[src/rtl/bcd_scan_driver.sv]
// rtl/bcd_scan_driver.sv - binary to packed BCD converter with round-robin digit scanner
module bcd_scan_driver #(
  parameter int DIGITS   = 4,
  parameter int BIN_W    = 14,
  parameter int SCAN_DIV = 1000,
  parameter bit LZB      = 1'b1
) (
  input  logic              clk,
  input  logic              rst_n,
  input  logic              load,
  input  logic [BIN_W-1:0]  bin_in,
  output logic              busy,
  output logic              ovf,
  output logic [3:0]        bcd_out,
  output logic              blank_out,
  output logic [DIGITS-1:0] dig_sel
);

  localparam int BCD_W  = DIGITS * 4;
  localparam int SR_W   = BCD_W + BIN_W;
  localparam int STEP_W = $clog2(BIN_W + 1);
  localparam int SCAN_W = $clog2(SCAN_DIV);
  localparam int IDX_W  = (DIGITS > 1) ? $clog2(DIGITS) : 1;

  // Smallest value that no longer fits in DIGITS decimal digits.
  function automatic logic [31:0] pow10(input int n);
    logic [31:0] p;
    p = 32'd1;
    for (int k = 0; k < n; k++) begin
      p = p * 32'd10;
    end
    return p;
  endfunction

  // Display pattern shown when the loaded value is too large.
  function automatic logic [BCD_W-1:0] all_nines();
    logic [BCD_W-1:0] v;
    v = '0;
    for (int d = 0; d < DIGITS; d++) begin
      v[4*d +: 4] = 4'd9;
    end
    return v;
  endfunction

  // One double-dabble iteration: correct every BCD nibble, then shift left.
  function automatic logic [SR_W-1:0] dabble_step(input logic [SR_W-1:0] v);
    logic [SR_W-1:0] t;
    t = v;
    for (int d = 0; d < DIGITS; d++) begin
      if (t[BIN_W + 4*d +: 4] >= 4'd5) begin
        t[BIN_W + 4*d +: 4] = t[BIN_W + 4*d +: 4] + 4'd3;
      end
    end
    return {t[SR_W-2:0], 1'b0};
  endfunction

  localparam logic [31:0]      OVF_LIMIT = pow10(DIGITS);
  localparam logic [BCD_W-1:0] NINES     = all_nines();

  typedef enum logic [1:0] {
    ST_IDLE   = 2'd0,
    ST_SHIFT  = 2'd1,
    ST_COMMIT = 2'd2
  } state_t;

  state_t              state_q, state_d;
  logic [SR_W-1:0]     sr_q, sr_d;
  logic [STEP_W-1:0]   step_q, step_d;
  logic                ovf_q, ovf_d;
  logic [BCD_W-1:0]    disp_q, disp_d;
  logic                valid_q, valid_d;

  logic [SCAN_W-1:0]   scan_cnt_q, scan_cnt_d;
  logic [IDX_W-1:0]    idx_q, idx_d;
  logic [DIGITS-1:0]   dig_sel_q, dig_sel_d;
  logic [3:0]          bcd_q, bcd_d;
  logic                blank_q, blank_d;
  logic                scan_wrap;
  logic                any_nonzero;

  // Conversion FSM: capture on load, shift BIN_W times, commit to the display.
  always_comb begin
    state_d = state_q;
    sr_d    = sr_q;
    step_d  = step_q;
    ovf_d   = ovf_q;
    disp_d  = disp_q;
    valid_d = valid_q;
    case (state_q)
      ST_IDLE: begin
        if (load) begin
          sr_d    = {{BCD_W{1'b0}}, bin_in};
          ovf_d   = (32'(bin_in) >= OVF_LIMIT);
          step_d  = '0;
          state_d = ST_SHIFT;
        end
      end
      ST_SHIFT: begin
        sr_d   = dabble_step(sr_q);
        step_d = step_q + 1'b1;
        if (step_q == STEP_W'(BIN_W - 1)) begin
          state_d = ST_COMMIT;
        end
      end
      ST_COMMIT: begin
        disp_d  = ovf_q ? NINES : sr_q[SR_W-1 -: BCD_W];
        valid_d = 1'b1;
        state_d = ST_IDLE;
      end
      default: begin
        state_d = ST_IDLE;
      end
    endcase
  end

  // Conversion state registers; reset aborts any conversion and clears the display.
  always_ff @(posedge clk) begin
    if (!rst_n) begin
      state_q <= ST_IDLE;
      sr_q    <= '0;
      step_q  <= '0;
      ovf_q   <= 1'b0;
      disp_q  <= '0;
      valid_q <= 1'b0;
    end else begin
      state_q <= state_d;
      sr_q    <= sr_d;
      step_q  <= step_d;
      ovf_q   <= ovf_d;
      disp_q  <= disp_d;
      valid_q <= valid_d;
    end
  end

  // Scanner: next slot index plus the nibble, blank flag and select for that slot.
  always_comb begin
    scan_wrap  = (scan_cnt_q == SCAN_W'(SCAN_DIV - 1));
    scan_cnt_d = scan_wrap ? '0 : scan_cnt_q + 1'b1;
    idx_d      = idx_q;
    if (scan_wrap) begin
      idx_d = (idx_q == IDX_W'(DIGITS - 1)) ? '0 : idx_q + 1'b1;
    end
    any_nonzero = 1'b0;
    for (int j = 0; j < DIGITS; j++) begin
      if ((j >= int'(idx_d)) && (disp_q[4*j +: 4] != 4'd0)) begin
        any_nonzero = 1'b1;
      end
    end
    dig_sel_d = DIGITS'(1) << idx_d;
    bcd_d     = disp_q[{idx_d, 2'b00} +: 4];
    blank_d   = !valid_q || (LZB && (idx_d != '0) && !any_nonzero);
  end

  // Free-running scan registers; all three outputs switch on the same edge.
  always_ff @(posedge clk) begin
    if (!rst_n) begin
      scan_cnt_q <= '0;
      idx_q      <= '0;
      dig_sel_q  <= DIGITS'(1);
      bcd_q      <= 4'd0;
      blank_q    <= 1'b1;
    end else begin
      scan_cnt_q <= scan_cnt_d;
      idx_q      <= idx_d;
      dig_sel_q  <= dig_sel_d;
      bcd_q      <= bcd_d;
      blank_q    <= blank_d;
    end
  end

  assign busy      = (state_q != ST_IDLE);
  assign ovf       = ovf_q;
  assign bcd_out   = bcd_q;
  assign blank_out = blank_q;
  assign dig_sel   = dig_sel_q;

endmodule

[config.mk]
export PLATFORM = sky130hd
export DESIGN_NAME = bcd_scan_driver
export DESIGN_NICKNAME = d
export VERILOG_FILES = /design/src/rtl/bcd_scan_driver.sv
export SDC_FILE = /design/constraint.sdc
export NUM_CORES = 1
export LEC_CHECK = 0
export CORE_MARGIN = 2
export CORE_UTILIZATION = 45
export DETAILED_ROUTE_END_ITERATION = 10
export DONT_BUFFER_PORTS = 1
export HOLD_SLACK_MARGIN = 0.05
export MAX_ROUTING_LAYER = met4
export PLACE_DENSITY = 0.57
export SYNTH_ARGS = -nofsm -noshare
export SYNTH_HDL_FRONTEND = slang
export SYNTH_SLANG_ARGS = --single-unit
[constraint.sdc]
create_clock -name clk -period 5.25 [get_ports clk]
set_input_delay 0.2625 -clock clk [delete_from_list [all_inputs] [get_ports clk]]
set_output_delay 0.2625 -clock clk [all_outputs]
set_load 0.05 [all_outputs]
; After elaboration in Yosys (flattened, before gate mapping)
; Cells that the tools add are included.
[classes]
add_sub_neg = 7
multipliers = 0
n_div = 0
order_cmp = 8
eq_ne = 7
shifts = 2
muxes = 18
bitwise_logic = 1
reduce_logical = 19
[op_table]
columns = op, count
row1 = $pmux W30 S2, 1
row2 = $mux W30, 1
row3 = $ge A4 B3 Y1 const B, 4
row4 = $mux W16, 1
row5 = $mux W4, 4
row6 = $reduce_bool A4 Y1, 4
row7 = $shiftx A16 B5 Y4, 1
row8 = $ge A14 B14 Y1 const B, 1
row9 = $add A4 B2 Y4 const B, 3
row10 = $add A10 B1 Y10 const B, 1
row11 = $eq A10 B10 Y1 const B, 1
row12 = $mux W2, 4
row13 = $pmux W4 S2, 1
row14 = $reduce_and A2 Y1, 3
row15 = $reduce_bool A2 Y1, 3
row16 = $add A4 B1 Y4 const B, 1
row17 = $eq A2 B2 Y1 const B, 2
row18 = $eq A4 B4 Y1 const B, 1
row19 = $ge A1 B2 Y1 const A, 2
row20 = $logic_and A1 B1 Y1, 4
row21 = $mux W1, 4
row22 = $ne A2 B2 Y1 const B, 2
row23 = $pmux W2 S2, 1
row24 = $shl A1 B2 Y4 const A, 1
row25 = other kinds (10), 11
[word_totals]
reg_bits = 75
latchBits = 0
mem_bits_rw = 0
mem_bits_ro = 0
input_bits = 17
out_inout_bits = 11
wordCells = 73
memories = 0

; Depth between registers and ports, before layout
; Gate-level depths: netlist of run 1.
[logic_depth]
word_depth = 12
ltp_mapped = 7
ltp_nobuf = 7

; Least setup slack after synthesis of run 1
; No wires, ideal clock.
[synth_path]
path_kind = reg-to-reg
startpoint = register scan_cnt_q[0]
endpoint = register blank_q (netlist: blank_out)
t_arrival_ns = 1.725
required_ns = 5.115
slack_ns = 3.390
stages_incl_launch_ff = 8
path_buffers = 1
cell_sequence = dfxtp_1 > ha_1 > nand4b_1 > or3_4 > a22o_4 > buf_6 > o211ai_1 > nand4_1
[synth_between]
elab_chain_cells = 11
elab_cells_between_ends = 16
cone_classes = 3 x order compare / 1 x eq/ne / 5 x mux / 7 x reduce/logical
[synth_lines]
columns = element, line
row1 = start: declaration, 73  ; logic [SCAN_W-1:0] scan_cnt_q, scan_cnt_d;
row2 = start signal: assignment, 163  ; scan_cnt_q <= scan_cnt_d;
row3 = $eq A10 B10 Y1 *, 137  ; scan_wrap = (scan_cnt_q == SCAN_W'(SCAN_DIV - 1));
row4 = $mux W2 *, 140  ; if (scan_wrap) begin
row5 = $ge A1 B2 Y1, 145  ; if ((j >= int'(idx_d)) && (disp_q[4*j +: 4] != 4'd0)) begin
row6 = $logic_and A1 B1 Y1, 145
row7 = $mux W1 (4 in a row), 145
row8 = $logic_not A1 Y1, 151  ; blank_d = !valid_q || (LZB && (idx_d != '0) && !any_nonzero);
row9 = $logic_and A1 B1 Y1 *, 151
row10 = $logic_or A1 B1 Y1 *, 151
row11 = end signal: assignment, 167  ; blank_q <= blank_d;
row12 = end: declaration, 77  ; logic blank_q, blank_d;
; Every way passes the cells marked *; elsewhere a longest branch is shown, timed or not.
; A chain may end at the register's enable or synchronous reset.

; Final worst setup path of run 1
[layout_path]
startpoint = register state_q[1]
endpoint = register sr_q[8]
[layout_between]
elab_chain_cells = 3
elab_cells_between_ends = 6
cone_classes = 2 x eq/ne / 1 x mux / 3 x reduce/logical
[layout_lines]
columns = element, line
row1 = start: declaration, 66  ; state_t state_q, state_d;
row2 = start signal: assignment, 126  ; state_q <= state_d;
row3 = $eq A2 B1 Y1 or $logic_not A2 Y1 (tied branches), 89  ; case (state_q)
row4 = $reduce_bool A2 Y1 (no line) or $ne A2 B2 Y1 (tied branches), -
row5 = $reduce_and A2 Y1 (no line), -
row6 = end signal: assignment, 127  ; sr_q <= sr_d;
row7 = end: declaration, 67  ; logic [SR_W-1:0] sr_q, sr_d;
; Several ways; a longest one is shown, not always the timed one.

==> metrics.txt, run 1 <==
status=complete, no violations; Max Cap Viol=0; die width=89.2 um; GRT Util Overall=0.186; Slew headroom=0.329; final WL=6720 um; Bufs on Longest Clock Path=2; Starting DRT DRC Count=119; placed wire-length estimate=4400 um; worst flop-to-flop path startpoint=state_q[1]$_SDFFE_PN0P_; core area=0.00714 mm2; via count=2,553; worst setup path start=state_q[1]$_SDFFE_PN0P_; Final Hold Fails=0; LEAKAGE=1.28 nW; Pre-antenna DRT Iters=4; Post-Syn Area=0.00326 mm2; kind of critical path=reg -> reg; Area Overhead vs Synth=9.78%; Yosys reg bits=75; number of global-route vias before repair=2,347; CTS tree=done; Crit. End Element=flop; Worst-path clk slew=80 ps; worst endpoint data arrival time=2220 ps; Fin Clk Skew=7.90 ps; worst skew pair latency=340 ps; Die Height=89.2 um; H-tree Lvls=3; largest net degree at the start of global routing=44; antenna viol nets, final=0; CP max FO=27; WL per Instance=14.0 um; layout cells sized above 1=0.0868; number of setup buffers added after CTS=0; Worst Path Required=5480 ps; Distinct cells, synth=42; worst slew pin tran=1000 ps; Ports=28; Avg Vias per Cell=5.33; GRT overflow=0; final net count=404; VDD IR-drop max=0.195 mV; final instance area=0.00358 mm2; area after detailed placement=0.00333 mm2; DRC Markers=0; RePlAce Congestion=0.817; fin crit share=0.379; final setup TNS=0 ps; CTS sink cnt=75; commonest non-fill, non-tap cell in the layout=dfxtp_1; Core Rows=31; P per Cell Area=321 mW/mm2; Initial Util=0.457; diodes inserted=0; syn_nets=407; min cycle time layout=1990 ps; commonest non-fill, non-tap cells in the layout=dfxtp_1 (75), nor2_1 (50), a21oi_1 (32), nand2_1 (26), nor3_1 (26); hold path depth=2; Worst setup SP type=flop; Port Buffers=0; RSZ-0062 raised after global routing=no; Min-Delay Path Class=in -> reg; root buffer cell=clkbuf_8; Final setup viols=0; FF-to-FF End=sr_q[8]$_SDFFE_PN0P_; fmax=502 MHz; CTS Buf Count=9; R2R cell count=5; worst hold path startpoint=rst_n; final slew viol count=0; post-synthesis sequential area ratio=0.460; hold path endpoint=sr_q[10]$_SDFFE_PN0P_; R2R setup slack=3260 ps; synthesis warning total=0; first-pass GRT wire length=11,100 um; synthesized instance count=378; Syn Area/Cell=8.63 um2; initial antenna violation count=0; DIE AREA=0.00795 mm2
[area by class of cell]
class / instances / area (um2)
clock buffer: 10 / 138
sequential: 75 / 1500
fill: 739 / 3550
clock inverter: 6 / 88.8
multi-input combinational: 271 / 1630
inverter: 12 / 45.0
tap: 99 / 124
timing repair buffer: 6 / 52.6
[flip-flops by register name, indices dropped and copies added, names as in the netlist]
name,cells
blank_out,1
bcd_out,4
ovf,1
valid_q,1
sr_q,30
step_q,4
dig_sel,4
idx_q,2
disp_q,16
scan_cnt_q,10
state_q,2
[metrics by stage]
step / instances / setup WS, ps / power (W) / hold slack [ps] / utilization
floorplan: 378 / 3390 / 0.000657 / 371 / -
global placement: 460 / 3350 / 0.000670 / 349 / 0.466
detailed placement: 460 / 3270 / 0.000671 / 346 / 0.466
CTS: 478 / 3260 / 0.00117 / 51.9 / 0.501
global route: 479 / 3030 / 0.00120 / 51.9 / 0.502
finish: 479 / 3260 / 0.00115 / 70.5 / 0.502
[cells in the mapped netlist]
master,instances,share of area
nor2b_1,2,0.0038
clkinv_1,1,0.0011
o311ai_0,1,0.0027
buf_6,1,0.0035
ha_1,12,0.046
and3_2,3,0.0069
and3_1,2,0.0038
dfxtp_1,75,0.46
and2_1,5,0.0096
mux2i_1,9,0.028
or3_2,1,0.0023
nor2_1,50,0.058
nor3_1,26,0.040
inv_1,11,0.013
nand3b_1,5,0.012
nand2_1,26,0.030
and2b_2,1,0.0027
o21ai_0,13,0.020
nand3_1,20,0.031
nand4_2,1,0.0038
xnor2_1,7,0.019
buf_1,2,0.0023
or3_4,1,0.0035
a22o_4,1,0.0054
o22ai_1,4,0.0077
mux2_4,1,0.0046
nand2b_1,6,0.012
a21oi_1,32,0.049
a22oi_1,3,0.0069
o211ai_1,1,0.0023
nor4_1,4,0.0077
xor2_1,7,0.019
o221ai_1,10,0.027
clkbuf_1,16,0.018
a31oi_1,4,0.0077
mux2_2,3,0.010
or2_2,1,0.0019
nand4b_1,1,0.0027
or2_4,1,0.0027
buf_2,1,0.0015
nand4_1,2,0.0038
or3_1,5,0.0096
[kinds of logic (layout without fill, tap and decap cells)]
group / after synthesis / after routing / synth area share
simple gates: 163 / 163 / 0.246
flops: 75 / 75 / 0.460
compound gates: 69 / 69 / 0.128
buf+inv: 32 / 34 / 0.0395
xor+xnor: 14 / 14 / 0.0376
mux: 13 / 13 / 0.0426
fa+ha+maj: 12 / 12 / 0.0460
[worst max-delay path, cell delays in order, from the launching register on]
cell and delay [ps]:
dfxtp_1 390, nor2_1 90, nand2_1 690, nand2_1 450, nor2_1 200, nor2_1 50
[metal layers]
metal,routed length [um],part of all wire,global-route usage
met1,3380,0.50,0.236
met2,3060,0.46,0.290
met3,188,0.028,0.0471
met4,86,0.013,0.0570
met5,0,0,-
[worst max-delay path by stage]
stage / to / slack, ps / cells past startpoint
after floorplan: blank_out$_SDFF_PN1_ / 3390 / 7
after global placement: sr_q[10]$_SDFFE_PN0P_ / 3350 / 5
after detailed placement: sr_q[7]$_SDFFE_PN0P_ / 3270 / 5
after CTS: sr_q[7]$_SDFFE_PN0P_ / 3260 / 5
after global routing: sr_q[7]$_SDFFE_PN0P_ / 3030 / 5
final: sr_q[8]$_SDFFE_PN0P_ / 3260 / 5
[power by group]
part | internal, W | total [W] | switching (W) | leakage (nW)
registers | 0.000583 | 0.000595 | 0.0000126 | 0.608
clock network | 0.000280 | 0.000491 | 0.000211 | 0.108
logic | 0.0000208 | 0.0000647 | 0.0000439 | 0.559
[repair_timing]
| action | in CTS | in global routing |
|---|---|---|
| hold buffers | 2 | 1 |
| resized for setup | 0 | 0 |
| endpoints found under the hold margin | 12 | 1 |
(Power assumes the default switching activity.)
==> run 2, diff against run 1 <==
==> constraint.sdc (replaced) <==
create_clock -name clk -period 1.9 [get_ports clk]
set_input_delay 0.095 -clock clk [delete_from_list [all_inputs] [get_ports clk]]
set_output_delay 0.095 -clock clk [all_outputs]
set_load 0.05 [all_outputs]
==> metrics.txt, run 2 (synthesis gave the netlist of run 1 again) <==
status=complete, no violations; Final setup viols=0 (unchanged); Max Cap Viol=0 (unchanged); via count=2,684 (+5.1%); Final Util=0.535 (+0.0326); number of global-route vias before repair=2,453 (+4.5%); commonest non-fill, non-tap cell in the layout=dfxtp_1; Initial Util=0.457 (unchanged); final worst slack=22.4 ps (-3240 ps); max reg flops=30 (unchanged); crit-path cells=ha_4 > nand4b_1 > or3_4 > mux2_4 > or2_4 > o22ai_1; worst slew pin tran=788 ps (-217 ps); final instance area=0.00381 mm2 (+6.5%); RSZ-0062 raised after global routing=yes; LEAKAGE=1.39 nW (+8.9%); Worst-path clk slew=70 ps (about the same); Port Buffers=0 (unchanged); P per Cell Area=787 mW/mm2 (+140%); initial antenna violation count=0 (unchanged); largest net degree at the start of global routing=43 (-2.3%); first-pass GRT wire length=11,300 um (+1.7%); area of the multi-input gates=0.00166 mm2 (+1.8%); Ports=28 (unchanged); register area=0.00150 mm2 (+0.17%); final slew viol count=0 (unchanged); area after detailed placement=0.00342 mm2 (+2.9%); Pre-antenna DRT Iters=4 (unchanged); final WL=6930 um (+3.0%); fmax=533 MHz (+6.0%); Worst Path Required=2150 ps (-3330 ps); root buffer cell=clkbuf_8; Slew headroom=0.473 (+0.144); Avg Vias per Cell=5.29 (-0.67%); fin cells=507 (+5.8%); H-tree Lvls=3 (unchanged); layout cells sized above 1=0.130 (+0.0431); Starting DRT DRC Count=133 (+12%); antenna viol nets, final=0 (unchanged); RePlAce Congestion=0.804 (-1.6%); final net count=433 (+7.2%); FILL cells=725 (-1.9%); Fin Clk Skew=5.19 ps (-2.71 ps); CTS Buf Count=9 (unchanged); Crit. End Element=flop; largest register by flop count=sr_q; slowest CP cell=or3_4; fin crit share=0.988 (+0.609); Cells after DPL=473 (+2.8%); worst skew pair latency=340 ps (about the same); CTS tree=done; GRT overflow=0 (unchanged); Min-Delay Path Class=in -> reg; DIE AREA=0.00795 mm2 (unchanged); DRC Markers=0 (unchanged); die width=89.2 um (unchanged); met3 Use GR=0.0554 (+0.00831); Final Hold Fails=0 (unchanged); VDD IR-drop max=0.444 mV (+130%); Bufs on Longest Clock Path=2 (unchanged); GRT Util Overall=0.187 (+0.00111); GR Layer Usage met2=0.281 (-0.00943); final setup TNS=0 ps (unchanged); min cycle time layout=1880 ps (-114 ps); CP max FO=6 (-78%); CTS sink cnt=75 (unchanged); worst endpoint data arrival time=2130 ps (-90 ps); commonest non-fill, non-tap cells in the layout=dfxtp_1 (73), nor2_1 (50), a21oi_1 (31), nand2_1 (26), nor3_1 (26); post-place setup slack=51.5 ps (-3220 ps); placed wire-length estimate=4400 um (about the same); Core Rows=31 (unchanged); Area Overhead vs Synth=16.9%; core area=0.00714 mm2 (unchanged); busiest layer in global routing=met2; diodes inserted=0 (unchanged); hold path depth=2 (unchanged); Largest regs=sr_q: 30 flops, disp_q: 16 flops, scan_cnt_q: 10 flops; R2R cell count=6 (+1); CP peak stage delay=400 ps (-290 ps); Worst setup SP type=flop; WL per Instance=13.7 um (-2.7%); Die Height=89.2 um (unchanged); met1 GRT Util=0.248 (+0.0111); kind of critical path=reg -> reg
## run 2: path summary, 6_finish.rpt
path | startpoint | to | slack (ps)
setup / recovery | scan_cnt_q[1]$_SDFF_PP0_ | bcd_out[1]$_SDFF_PN0_ | 20
hold / removal | bin_in[11] | ovf$_SDFFE_PN0P_ | 80
setup reg to reg | scan_cnt_q[1]$_SDFF_PP0_ | bcd_out[1]$_SDFF_PN0_ | 20
hold reg to reg | valid_q$_SDFFE_PN0N_ | blank_out$_SDFF_PN1_ | 430
## run 2: worst max-delay path: cells and delay by family (launching register included)
| kind | cells | cell delay [ps] |
|---|---|---|
| fa+ha+maj | 1 | 140 |
| flops | 1 | 360 |
| mux | 1 | 340 |
| simple gates | 3 | 780 |
| compound gates | 1 | 170 |
## run 2: per-stage QoR
| step | total power (W) | hold WS, ps |
|---|---|---|
| after floorplan | 0.00182 | 231 |
| after global placement | 0.00187 | 183 |
| after detailed placement | 0.00187 | 193 |
| after CTS | 0.00303 | 81.0 |
| after global routing | 0.00312 | 144 |
| final | 0.00300 | 81.4 |
## run 2: report_power, final
part,switching [W],leakage (nW),total [W],internal (W)
clock network,0.000544,0.0888,0.00112,0.000576
registers,0.0000312,0.609,0.00164,0.00161
logic,0.000142,0.692,0.000238,0.0000957
## run 2: layout make-up
| cell class | count | share of cell area |
|---|---|---|
| tap | 99 | 0.0325 |
| clock buffer | 14 | 0.0453 |
| sequential | 75 | 0.394 |
| multi-input combinational | 271 | 0.436 |
| timing repair buffer | 35 | 0.0787 |
| clock inverter | 1 | 0.00197 |
| inverter | 12 | 0.0118 |
## run 2: repair_timing
item / 4_1_cts / 5_1_grt
gates resized for setup: 0 / 7
buffers inserted: 0 / 4
hold buffers: 15 / 0
endpoints found under the setup margin: 0 / 7
endpoints found under the hold margin: 31 / 0
## run 2: routing by layer
layer	part of all wire	wire [um]	vias to the layer above
li1	-	-	1373
met4	0.0045	31	0
met2	0.45	3120	48
met1	0.50	3460	1261
met5	0	0	-
met3	0.046	319	2
==> run 3, diff against run 2 <==
--- a/config.mk
+++ b/config.mk
@@ -5,13 +5,14 @@
 export SDC_FILE = /design/constraint.sdc
 export NUM_CORES = 1
 export LEC_CHECK = 0
+export ABC_AREA = 1
 export CORE_MARGIN = 2
 export CORE_UTILIZATION = 45
 export DETAILED_ROUTE_END_ITERATION = 10
 export DONT_BUFFER_PORTS = 1
 export HOLD_SLACK_MARGIN = 0.05
 export MAX_ROUTING_LAYER = met4
-export PLACE_DENSITY = 0.57
+export PLACE_DENSITY = 0.68
 export SYNTH_ARGS = -nofsm -noshare
 export SYNTH_HDL_FRONTEND = slang
 export SYNTH_SLANG_ARGS = --single-unit
==> metrics.txt, run 3 <==
worst flop-to-flop path startpoint=scan_cnt_q[0]$_SDFF_PP0_; antenna viol nets, final=0 (unchanged); Ports=28 (unchanged); synthesized instance count=446 (+18%); sequential share of power=0.532 (-0.016); Net Switching=0.000774 W (+7.9%); H-tree Lvls=3 (unchanged); R2R setup slack=310 ps (+290 ps); commonest non-fill, non-tap cell in the layout=nand2_1; Port Buffers=0 (unchanged); Distinct cells, synth=31 (-26%); Cells after DPL=537 (+14%); number of global-route vias before repair=2,732 (+11%); Fin Clk Skew=13.9 ps (+8.69 ps); number of setup buffers added after CTS=0 (unchanged); synth top area cells=dfxtp_1 (44%), nand2_1 (8.7%), a21oi_1 (7.8%), inv_1 (7.0%), nand3_1 (5.0%); first-pass GRT wire length=12,500 um (+11%); top cell type by total area after synthesis=dfxtp_1; combinational power share=0.072 (-0.007); GRT overflow=0 (unchanged); final WL=7150 um (+3.3%); via count=2,893 (+7.8%); final net count=493 (+14%); Worst setup SP type=flop; RePlAce Congestion=0.829 (+3.0%); Final setup viols=0 (unchanged); GRT Util Overall=0.192 (+0.00486); largest register by flop count=sr_q; LEAKAGE=1.46 nW (+4.8%); Starting DRT DRC Count=150 (+13%); min cycle time layout=1590 ps (-292 ps); worst skew pair latency=350 ps (about the same); root buffer cell=clkbuf_8; DIE AREA=0.00822 mm2 (+3.4%); Syn Area/Cell=7.58 um2 (-12%); Die Height=90.7 um (+1.7%); fin crit share=0.835 (-0.154); largest net degree at the start of global routing=26 (-40%); Worst Path Required=2180 ps (+30 ps); fmax=631 MHz (+18%); Area Overhead vs Synth=13.9%; kind of critical path=reg -> reg; Synth top cells by count=nand2_1 (78), dfxtp_1 (75), inv_1 (63); worst endpoint data arrival time=1870 ps (-260 ps); RSZ-0062 raised after global routing=no; P per Cell Area=799 mW/mm2 (+1.5%); max reg flops=30 (unchanged); Worst-path clk slew=80 ps (about the same); CTS tree=done; worst setup path start=scan_cnt_q[0]$_SDFF_PP0_; Power Internal=0.00230 W (+0.75%); Pre-antenna DRT Iters=4 (unchanged); DRC Markers=0 (unchanged); Final Hold Fails=0 (unchanged); die width=90.7 um (+1.7%); top_reg_cell synth=dfxtp_1; R2R cell count=7 (+1); CP max FO=7 (+1); Crit. End Element=flop; most frequent cell after synthesis=nand2_1; area share of the largest cell type after synthesis=0.444 (-0.0158); final instance area=0.00385 mm2 (+0.92%); CTS Buf Count=9 (unchanged); initial antenna violation count=0 (unchanged); layout cells sized above 1=0.0832 (-0.0467); Largest regs=sr_q: 30 flops, disp_q: 16 flops, scan_cnt_q: 10 flops; number of synthesized flops with an enable pin=0 (unchanged); WL per Instance=12.6 um (-7.8%); hold path depth=2 (unchanged); post-synthesis sequential area ratio=0.444 (-0.0158); Final Util=0.531 (-0.00374); Min-Delay Path Class=in -> reg; area after detailed placement=0.00350 mm2 (+2.4%); placed wire-length estimate=4940 um (+12%); syn_nets=475 (+17%); Avg Vias per Cell=5.09 (-3.8%); Bufs on Longest Clock Path=2 (unchanged); synthesis warning total=0 (unchanged); Clk pwr share=0.396 (+0.023); final slew viol count=0 (unchanged); sw frac=0.252 (+0.0127); final setup TNS=0 ps (unchanged); status=complete, no violations; commonest non-fill, non-tap cells in the layout=nand2_1 (78), dfxtp_1 (75), inv_1 (63), a21oi_1 (53), nand3_1 (34); Async SR Flop Fraction=0 (unchanged); core area=0.00725 mm2 (+1.6%); diodes inserted=0 (unchanged); CTS sink cnt=75 (unchanged); Yosys reg bits=75 (unchanged); worst hold path startpoint=rst_n; FILL cells=687 (-5.2%); fin cells=568 (+12%); Slew headroom=0.367 (-0.106); VDD IR-drop max=0.310 mV (-30%); Post-Syn Area=0.00338 mm2 (+3.6%); Core Rows=31 (unchanged); worst slew pin tran=950 ps (+162 ps); Initial Util=0.466 (+0.00871); Max Cap Viol=0 (unchanged)
-- run 3: path summary, 6_finish.rpt --
| kind | endpoint |
|---|---|
| worst max register to register | dig_sel[2]$_SDFF_PN0_ |
| worst min-delay path | scan_cnt_q[0]$_SDFF_PP0_ |
| worst min register to register | sr_q[5]$_SDFFE_PN0P_ |
| worst max-delay path | dig_sel[2]$_SDFF_PN0_ |
-- run 3: cells by family after synthesis --
| logic type | Yosys count | share of synthesized area |
|---|---|---|
| adder cells (fa/ha/maj) | 12 | 0.0444 |
| AO/OA/AOI/OAI | 106 | 0.181 |
| AND/OR/NAND/NOR | 165 | 0.223 |
| XOR/XNOR | 6 | 0.0155 |
| buffers and inverters | 82 | 0.0918 |
| flip-flops | 75 | 0.444 |
-- run 3: repair_timing --
action,4_1_cts,5_1_grt
hold buffers,15,0
gates resized for setup,0,1
setup endpoints to repair,0,1
endpoints found under the hold margin,33,0
-- run 3: area by class of cell --
cell class / count / area, um2 / area share
Multi-Input combinational cell: 289 / 1570 / 0.407
Inverter: 65 / 244 / 0.0634
Tap cell: 99 / 124 / 0.0322
Sequential cell: 75 / 1500 / 0.390
Clock buffer: 10 / 128 / 0.0331
Clock inverter: 6 / 65.1 / 0.0169
Timing Repair Buffer: 24 / 220 / 0.0572
-- run 3: routing by layer --
metal	track usage	part of all wire	vias to the layer above
met3	0.0426	0.029	9
met4	0.0679	0.0096	0
met5	-	0	-
met2	0.298	0.45	50
met1	0.246	0.51	1303
li1	-	-	1531
-- run 3: critical path: stages (launching register included) --
cell and delay, ps:
dfxtp_1 390, ha_1 190, nand2_1 100, nor2_4 150
nand3_4 130, o21ai_2 280, nand2_1 160, nor2_1 130
-- run 3: through the flow --
step	power, W	worst slack (ps)	hold slack, ps
after floorplan	0.00181	497	244
after global placement	0.00185	385	181
after detailed placement	0.00186	338	172
after CTS	0.00311	177	78.7
after global routing	0.00320	104	109
final	0.00308	314	82.7
-- run 3: power by group through the flow --
stage / Combinational [W] / Sequential (W) / Clock (W)
floorplan: 0.000139 / 0.00167 / 0
CTS: 0.000220 / 0.00164 / 0.00125
detailed placement: 0.000185 / 0.00167 / 0
global placement: 0.000181 / 0.00167 / 0
finish: 0.000221 / 0.00164 / 0.00122
global route: 0.000251 / 0.00164 / 0.00131
